### config.mk
export PLATFORM = sky130hd
export DESIGN_NAME = regfile_wb_queue
export DESIGN_NICKNAME = d
export VERILOG_FILES = /design/src/rtl/regfile_wb_queue.sv
export SDC_FILE = /design/constraint.sdc
export NUM_CORES = 1
export LEC_CHECK = 0
export CORE_MARGIN = 2
export CORE_UTILIZATION = 59
export DETAILED_ROUTE_END_ITERATION = 8
export GPL_TIMING_DRIVEN = 0
export PLACE_DENSITY = 0.88
export SETUP_SLACK_MARGIN = 0.3
export SLEW_MARGIN = 20
export SYNTH_ARGS = -nofsm -noshare
export SYNTH_HDL_FRONTEND = slang
export SYNTH_SLANG_ARGS = --single-unit
### constraint.sdc
create_clock -name clk -period 13.55 [get_ports clk]
set_input_delay 1.355 -clock clk [delete_from_list [all_inputs] [get_ports clk]]
set_output_delay 1.355 -clock clk [all_outputs]
set_load 0.01 [all_outputs]
### src/rtl/regfile_wb_queue.sv
// ---------------------------------------------------------------------------
// regfile_wb_queue
//
// Purpose:
//   Write-side front end for the 32x32 register file. Writeback requests from
//   the execution units are buffered in a DEPTH-entry FIFO. The FIFO drains
//   one entry per cycle onto the register file write port. Data that is still
//   pending is forwarded onto both read paths, so readers never observe a
//   stale register value.
//
// Ports:
//   clk, clr            clock; asynchronous active-high reset
//   in_valid/in_ready   writeback request handshake
//   in_rd, in_data      destination register index and data
//   hold                suppresses draining; the queue still accepts requests
//   rf_we/waddr/wdata   register file write port, driven from the head entry
//   rd_addr_a/b         read indices, also driven to the register file
//   rf_rdata_a/b        raw register file read data
//   fwd_data_a/b        read data with pending writes forwarded
//   count, empty        occupancy
// ---------------------------------------------------------------------------
module regfile_wb_queue #(
    parameter int DEPTH = 4,
    parameter int AW    = 2
) (
    input  logic          clk,
    input  logic          clr,
    input  logic          in_valid,
    output logic          in_ready,
    input  logic [4:0]    in_rd,
    input  logic [31:0]   in_data,
    input  logic          hold,
    output logic          rf_we,
    output logic [4:0]    rf_waddr,
    output logic [31:0]   rf_wdata,
    input  logic [4:0]    rd_addr_a,
    input  logic [4:0]    rd_addr_b,
    input  logic [31:0]   rf_rdata_a,
    input  logic [31:0]   rf_rdata_b,
    output logic [31:0]   fwd_data_a,
    output logic [31:0]   fwd_data_b,
    output logic [AW:0]   count,
    output logic          empty
);

    localparam logic [AW:0] FULL_COUNT = (AW+1)'(DEPTH);

    // Entry storage. Payload needs no reset: only entries whose valid bit is
    // set are ever observed.
    logic [4:0]       r_rd   [DEPTH];
    logic [31:0]      r_data [DEPTH];
    logic [DEPTH-1:0] r_valid;
    logic [AW-1:0]    r_wptr;
    logic [AW-1:0]    r_rptr;
    logic [AW:0]      r_count;

    logic             w_push;
    logic             w_pop;
    logic [DEPTH-1:0] w_valid_next;
    logic [AW:0]      w_count_next;

    assign empty    = (r_count == '0);
    assign count    = r_count;
    // Depends on state only; a same-cycle pop does not open a slot.
    assign in_ready = (r_count != FULL_COUNT);

    assign rf_we    = !empty && !hold;
    assign rf_waddr = r_rd[r_rptr];
    assign rf_wdata = r_data[r_rptr];

    // Writes to register 0 complete the handshake but are dropped here.
    assign w_push = in_valid && in_ready && (in_rd != 5'd0);
    assign w_pop  = rf_we;

    // Push and pop never hit the same slot on one edge: they could only
    // coincide when the queue is empty (no pop) or full (no push).
    always_comb begin
        w_valid_next = r_valid;
        if (w_pop) begin
            w_valid_next[r_rptr] = 1'b0;
        end
        if (w_push) begin
            w_valid_next[r_wptr] = 1'b1;
        end
    end

    always_comb begin
        w_count_next = r_count;
        unique case ({w_push, w_pop})
            2'b10:   w_count_next = r_count + 1'b1;
            2'b01:   w_count_next = r_count - 1'b1;
            default: w_count_next = r_count;
        endcase
    end

    always_ff @(posedge clk or posedge clr) begin
        if (clr) begin
            r_wptr  <= '0;
            r_rptr  <= '0;
            r_count <= '0;
            r_valid <= '0;
        end else begin
            if (w_push) begin
                r_wptr <= r_wptr + 1'b1;
            end
            if (w_pop) begin
                r_rptr <= r_rptr + 1'b1;
            end
            r_count <= w_count_next;
            r_valid <= w_valid_next;
        end
    end

    generate
        for (genvar gi = 0; gi < DEPTH; gi++) begin : g_entry
            always_ff @(posedge clk) begin
                if (w_push && (r_wptr == AW'(gi))) begin
                    r_rd[gi]   <= in_rd;
                    r_data[gi] <= in_data;
                end
            end
        end
    endgenerate

    // Walk the occupied entries from oldest (read pointer) to youngest, so a
    // later match overrides an earlier one and the youngest write wins.
    function automatic logic [31:0] fwd_lookup(input logic [4:0]  addr,
                                               input logic [31:0] raw);
        logic [31:0]   res;
        logic [AW-1:0] idx;
        res = raw;
        for (int k = 0; k < DEPTH; k++) begin
            idx = r_rptr + AW'(k);
            if (r_valid[idx] && (r_rd[idx] == addr)) begin
                res = r_data[idx];
            end
        end
        if (addr == 5'd0) begin
            res = 32'd0;
        end
        return res;
    endfunction

    assign fwd_data_a = fwd_lookup(rd_addr_a, rf_rdata_a);
    assign fwd_data_b = fwd_lookup(rd_addr_b, rf_rdata_b);

endmodule

==> results.py, run 1 <==
metrics = {
    "grt": {
        "grt_max_degree": 26,
        "grt_pass1_vias": 12000,
        "use_met3_pct": 17.0,
        "grtUsageTotal_pct": 41.1,
        "grt_pass1_wl_mm": 68.0,
        "antenna_found_initial": 2,
        "grt_util_met2_pct": 60.0,
        "use_met1_pct": 51.6,
        "busiest_layer": "met2",
        "gr-total-overflow": 0,
    },
    "placed_design": {
        "numPlacedInstances": 1522,
        "place_area_um2": 15000,
        "dp_hpwl_mm": 30.7,
        "io_buffers": 211,
        "gp_congestion": 1.00,
    },
    "cells_and_area": {
        "finalNonFillerCells": 1553,
        "layout_commonest_cell": "clkdlybuf4s50_1",
        "final_cell_mix": "clkdlybuf4s50_1 (211), edfxtp_1 (148), mux4_2 (144)",
        "regArea_um2": 4720,
        "drive_above_1_share_pct": 18.5,
        "num-fill-cells": 1351,
        "final_net_count": 1391,
        "multi_input_area_um2": 7150,
        "syn2layout_area_growth_pct": 24.6,
        "design_area_um2": 15500,
    },
    "worst_setup_path": {
        "timing.rr.start": "r_rptr[1]",
        "crit_fanout": 10,
        "cp-startpoint": "r_rptr[1]",
        "critPathCaptureType": "output pin",
        "crit_path_start_kind": "flip-flop",
        "path_class": "flip-flop to output pin",
        "cpPeakStageDelay_ns": 0.63,
        "worst-endpoint-required_ns": 12.19,
        "cpMostUsedCell": "buf_2",
        "arrival_ns": 7.01,
        "path_cells": "buf_4 -> buf_2 -> buf_1 -> buf_1 -> inv_1 -> ha_1 -> buf_2 -> buf_6 -> mux4_2 -> xnor2_1 -> nand4_1 -> or2_1 -> clkbuf_1 -> buf_2 -> a311o_1 -> a21oi_1 -> clkdlybuf4s50_1",
        "slowest_stage": "clkdlybuf4s50_1",
    },
    "pwr": {
        "power_uw": 3960,
        "net-switching-power_uw": 1830,
        "p_comb_share_pct": 70.3,
        "ir_worst_vdd_mv": 0.148,
        "internal_power_uw": 2130,
        "p_leak_uw": 0.00481,
        "swShare_pct": 46.1,
        "power_frac_seq_pct": 18.7,
        "power_density_nw_per_um2": 256,
        "clockPowerShare_pct": 11.0,
    },
    "clock_tree": {
        "ctsResizeCount": 0,
        "numClockSinks": 159,
        "hold_buffers": 0,
        "cts_buffer_depth": 2,
        "numCtsBuffers": 17,
        "h-tree-depth": 4,
        "ctsRootBufferMaster": "clkbuf_16",
        "cts.reportedPaths.clkPinSlew_ns": 0.06,
        "tritoncts": "built",
        "cts_setup_buffers": 0,
        "clkLatencyLatePin_ns": 0.43,
    },
    "synthesis": {
        "synth.avg_cell_area_um2": 12.0,
        "synth-seq-area-share_pct": 38.0,
        "synth_area_um2": 12400,
        "synth_seq_cells": 159,
        "syn_inst": 1032,
        "ys_types": 34,
        "yosysWarnings": 0,
        "syn-num-nets": 1157,
    },
    "status": {
        "violations": "DRC",
        "status": "complete, but fails checks",
    },
    "die": {
        "dieArea_um2": 22200,
        "ios": 222,
        "die-width_um": 149,
        "num_rows": 53,
        "start_util_pct": 59.7,
        "die_h_um": 149,
        "coreArea_um2": 20800,
    },
    "detailed_routing": {
        "drc": 24,
        "vias": 12200,
        "drt.antenna.violating_nets": 0,
        "viasPerCell": 7.87,
        "dr.pass1.iters": 9,
        "drtIter0Drc": 2491,
        "wl_mm": 45.5,
        "avgRoutedWirePerCell_um": 29.3,
    },
    "timing": {
        "finalClockSkew_ns": 0.00709,
        "fin_crit_sh_pct": 61.8,
        "rsz0062_at_grt": "no",
        "fmax_mhz": 120,
        "fin_crit_ns": 8.37,
        "finalHoldViolations": 0,
        "setup_tns_ns": 0,
        "worst_slew_pin_slew_ns": 1.10,
        "finalMaxSlewViolations": 0,
        "final-setup-viol-count": 0,
        "slew_headroom_pct": 26.9,
    },
    "hold_path": {
        "hp-start": "count[2]",
        "min_path_type": "flip-flop to flip-flop",
    },
    "job": {
        "cap_violations": 0,
    },
}
[kinds of logic after synthesis]
group	synth area share (%)
simple gates	8.70
compound gates	16.7
xor+xnor	3.17
fa+ha+maj	1.07
flops	38.0
buf+inv	4.53
mux	27.9
[critical path, delay by kind of cell, from the launching register on]
kind / cells / cell delay [ns]
muxes: 1 / 0.55
DFF: 1 / 0.54
adders and majority gates: 1 / 0.32
and+or+nand+nor: 2 / 0.72
buffers and inverters: 10 / 3.44
AOI/OAI and AO/OA: 2 / 0.76
xor gates and xnor gates: 1 / 0.24
[cell type report]
class | count | area share [%]
well taps | 275 | 2.22
clock buffers | 21 | 2.84
clock inverters | 9 | 0.452
plain buffers | 123 | 3.42
inverters | 9 | 0.218
diodes | 1 | 0.0162
flip-flops and latches | 159 | 30.5
multi-input cells | 741 | 46.2
repair buffers | 215 | 14.2
[sequential cells by signal, indices dropped and copies added, names as in the netlist]
register  cells
r_rd         20
r_valid       4
count         3
r_wptr        2
r_rptr        2
r_data      128
[through the flow]
stage                     hold slack (ns)  setup slack (ns)  utilization [%]
after floorplan                     0.495              7.95                -
after global placement              0.514              6.08             71.5
after detailed placement            0.520              6.04             71.9
after CTS                           0.532              5.54             74.4
after global routing                0.557              5.15             74.4
final                               0.527              5.18             74.4
[synth_stat cells, drive strengths merged]
library cell / count / share of area, %
mux4: 152 / 28
edfxtp: 148 / 36
o21ai: 130 / 5.2
a21oi: 129 / 6.1
clkbuf: 81 / 2.5
nor3: 69 / 2.8
or3: 65 / 3.3
a311o: 64 / 5.2
nand2: 47 / 1.4
buf: 42 / 1.8
xnor2: 33 / 2.3
xor2: 12 / 0.85
dfrtp: 11 / 2.2
ha: 9 / 0.91
inv: 9 / 0.27
nor2: 6 / 0.18
nand4: 5 / 0.35
a21o: 4 / 0.24
and2: 4 / 0.20
or2: 3 / 0.15
and3: 2 / 0.10
nand2b: 2 / 0.10
nor4: 2 / 0.10
fa: 1 / 0.16
mux2i: 1 / 0.081
nand3: 1 / 0.040
[layer usage]
| layer | share of wire, % | wire, um | vias up |
|---|---|---|---|
| met4 | 8.3 | 3770 | 2 |
| li1 | - | - | 4703 |
| met5 | 0.020 | 9 | - |
| met3 | 18 | 8340 | 429 |
| met1 | 31 | 14000 | 5564 |
| met2 | 43 | 19300 | 1517 |
[path summary, 6_finish.rpt]
check | endpoint | slack, ns | cells past startpoint
max in group asynchronous | r_valid[2] | 12.04 | 2
max | fwd_data_b[15] | 5.18 | 17
min | count[2] | 0.53 | 1
max reg2reg | r_rptr[1] | 8.62 | 13
min in group asynchronous | count[2] | 1.22 | 2
min reg2reg | count[2] | 0.53 | 1
[power by group through the flow]
stage          Combinational [uW]  Sequential (uW)  Clock, uW
2_1_floorplan                1700              718          0
5_1_grt                      2860              750        453
3_3_place_gp                 2580              737          0
4_1_cts                      2670              735        434
6_report                     2780              740        436
3_5_place_dp                 2650              743          0
Note: power is estimated with default switching activity, not from simulation.
==> run 2: changes to the inputs <==
- CORE_UTILIZATION: 59 -> 54
- PLACE_DENSITY: 0.88 -> 0.82
- clock period: 13.55 -> 8.8 ns (I/O delays scaled with it)
==> run 2 against run 1 <==
  * The run now ends clean
  * Register-to-register slack worse by 4.8 ns
  * First-iteration DRC count decreased by 6.6%
  * Worst setup slack got worse by 4.3 ns
  * Flip-flop and latch count is the same
  * Critical path type unchanged
  * Largest power group unchanged
==> results.py, run 2 (same netlist as run 1, synthesis figures left out) <==
metrics = {
    "detailed_routing": {
        "avgRoutedWirePerCell_um": 28.9,
        "drt.antenna.violating_nets": 0,
        "drc": 0,
        "vias": 12000,
        "drtIter0Drc": 2326,
        "viasPerCell": 7.68,
        "wl_mm": 45.1,
        "dr.pass1.iters": 7,
    },
    "grt": {
        "use_met3_pct": 12.6,
        "grt_util_met2_pct": 55.7,
        "use_met1_pct": 48.9,
        "antenna_found_initial": 1,
        "busiest_layer": "met2",
        "grt_pass1_vias": 11700,
        "grt_pass1_wl_mm": 67.4,
        "gr-total-overflow": 0,
        "grt_max_degree": 39,
        "grtUsageTotal_pct": 37.0,
    },
    "clock_tree": {
        "numClockSinks": 159,
        "cts_buffer_depth": 2,
        "h-tree-depth": 4,
        "cts_setup_buffers": 0,
        "hold_buffers": 0,
        "ctsResizeCount": 0,
        "numCtsBuffers": 17,
        "tritoncts": "built",
        "cts.reportedPaths.clkPinSlew_ns": 0.07,
        "clkLatencyLatePin_ns": 0.46,
        "ctsRootBufferMaster": "clkbuf_16",
    },
    "pwr": {
        "power_density_nw_per_um2": 396,
        "p_leak_uw": 0.00484,
        "power_uw": 6150,
        "ir_worst_vdd_mv": 0.228,
    },
    "hold_path": {
        "min_path_type": "flip-flop to flip-flop",
    },
    "timing": {
        "fin_crit_ns": 7.87,
        "finalHoldViolations": 0,
        "setup_tns_ns": 0,
        "fin_crit_sh_pct": 89.5,
        "fmax_mhz": 127,
        "finalMaxSlewViolations": 0,
        "worst_slew_pin_slew_ns": 1.06,
        "whs_ns": 0.527,
        "slew_headroom_pct": 29.3,
        "finalClockSkew_ns": 0.00824,
        "final-setup-viol-count": 0,
        "rsz0062_at_grt": "no",
    },
    "placed_design": {
        "gp_congestion": 0.975,
        "io_buffers": 211,
        "numPlacedInstances": 1528,
        "place_area_um2": 14900,
        "dp_hpwl_mm": 30.6,
    },
    "worst_setup_path": {
        "crit_fanout": 10,
        "worst-endpoint-required_ns": 7.92,
        "path_class": "flip-flop to output pin",
        "crit_path_start_kind": "flip-flop",
        "arrival_ns": 6.99,
        "critPathCaptureType": "output pin",
    },
    "cells_and_area": {
        "drive_above_1_share_pct": 19.1,
        "finalNonFillerCells": 1562,
        "layout_commonest_cell": "clkdlybuf4s50_1",
        "final_net_count": 1387,
        "largest_register_ffs": 128,
        "design_area_um2": 15500,
        "largest_registers": "r_data (128), r_rd (20), r_valid (4)",
        "num-fill-cells": 1622,
        "final_cell_mix": "clkdlybuf4s50_1 (211), edfxtp_1 (148), mux4_2 (144)",
        "syn2layout_area_growth_pct": 24.9,
        "largest-register": "r_data",
    },
    "die": {
        "dieArea_um2": 24200,
        "die-width_um": 156,
        "start_util_pct": 54.9,
        "die_h_um": 156,
        "coreArea_um2": 22600,
        "num_rows": 55,
        "ios": 222,
    },
    "status": {
        "status": "finished, final reports clean",
    },
    "job": {
        "cap_violations": 0,
    },
}
[run 2: changes by cell type in the layout (fill, tap and decap cells not counted), moves of 2 or more]
cell	previous run	this run
clkinv_1	5	0
and2_2	4	0
and2_4	0	4
clkbuf_1	79	75
inv_8	0	4
buf_12	3	0
clkinv_8	0	3
inv_4	0	2
inv_6	1	3
[run 2: final cells by class]
class | count | area [um2] | share of cell area (%)
plain buffers | 123 | 529 | 3.41
diodes | 2 | 5.00 | 0.0322
well taps | 285 | 357 | 2.30
clock inverters | 14 | 171 | 1.10
inverters | 9 | 33.8 | 0.218
clock buffers | 18 | 439 | 2.83
flip-flops and latches | 159 | 4720 | 30.4
repair buffers | 211 | 2110 | 13.6
multi-input cells | 741 | 7160 | 46.1
[run 2: final timing paths]
path                       slack (ns)      start  depth (start not counted)       endpoint
setup reg to reg                 3.80  r_rptr[1]                         13      r_rptr[1]
hold / removal                   0.53   count[2]                          1       count[2]
hold reg to reg                  0.53   count[2]                          1       count[2]
max in group asynchronous        7.76        clr                          2     r_valid[3]
min in group asynchronous        0.73        clr                          2       count[2]
setup / recovery                 0.93  r_rptr[1]                         17  fwd_data_b[1]
[run 2: per-stage QoR]
| step | util (%) | setup slack, ns |
|---|---|---|
| after global placement | 65.8 | 1.79 |
| after global routing | 68.5 | 0.830 |
| after floorplan | - | 3.68 |
| after CTS | 68.5 | 1.14 |
| after detailed placement | 65.8 | 1.66 |
| final | 68.6 | 0.925 |
[run 2: critical path: stages (launching register included)]
cell             delay (ns)
dfrtp_1                0.53
buf_4                  0.28
buf_2                  0.34
buf_1                  0.61
buf_1                  0.66
inv_1                  0.20
ha_1                   0.33
buf_2                  0.20
buf_6                  0.19
mux4_2                 0.56
xnor2_1                0.19
nand4_1                0.35
or2_1                  0.33
clkbuf_1               0.16
clkbuf_1               0.32
a311o_1                0.36
a21oi_1                0.29
clkdlybuf4s50_1        0.61
[run 2: power by group]
group	internal, uW	switching, uW
logic	1880	2350
registers	1010	132
clock network	415	363
total	3300	2850
[run 2: metal layers]
| layer | wire [um] | share of wire [%] |
|---|---|---|
| met1 | 15300 | 34 |
| met2 | 19900 | 44 |
| met3 | 7290 | 16 |
| met4 | 2600 | 5.8 |
| met5 | 0 | 0 |
==> run 3: changes to the inputs <==
- CAP_MARGIN: default -> 10
==> results of run 3 <==
The final DEF is identical to that of run 2; final timing and power are the same.
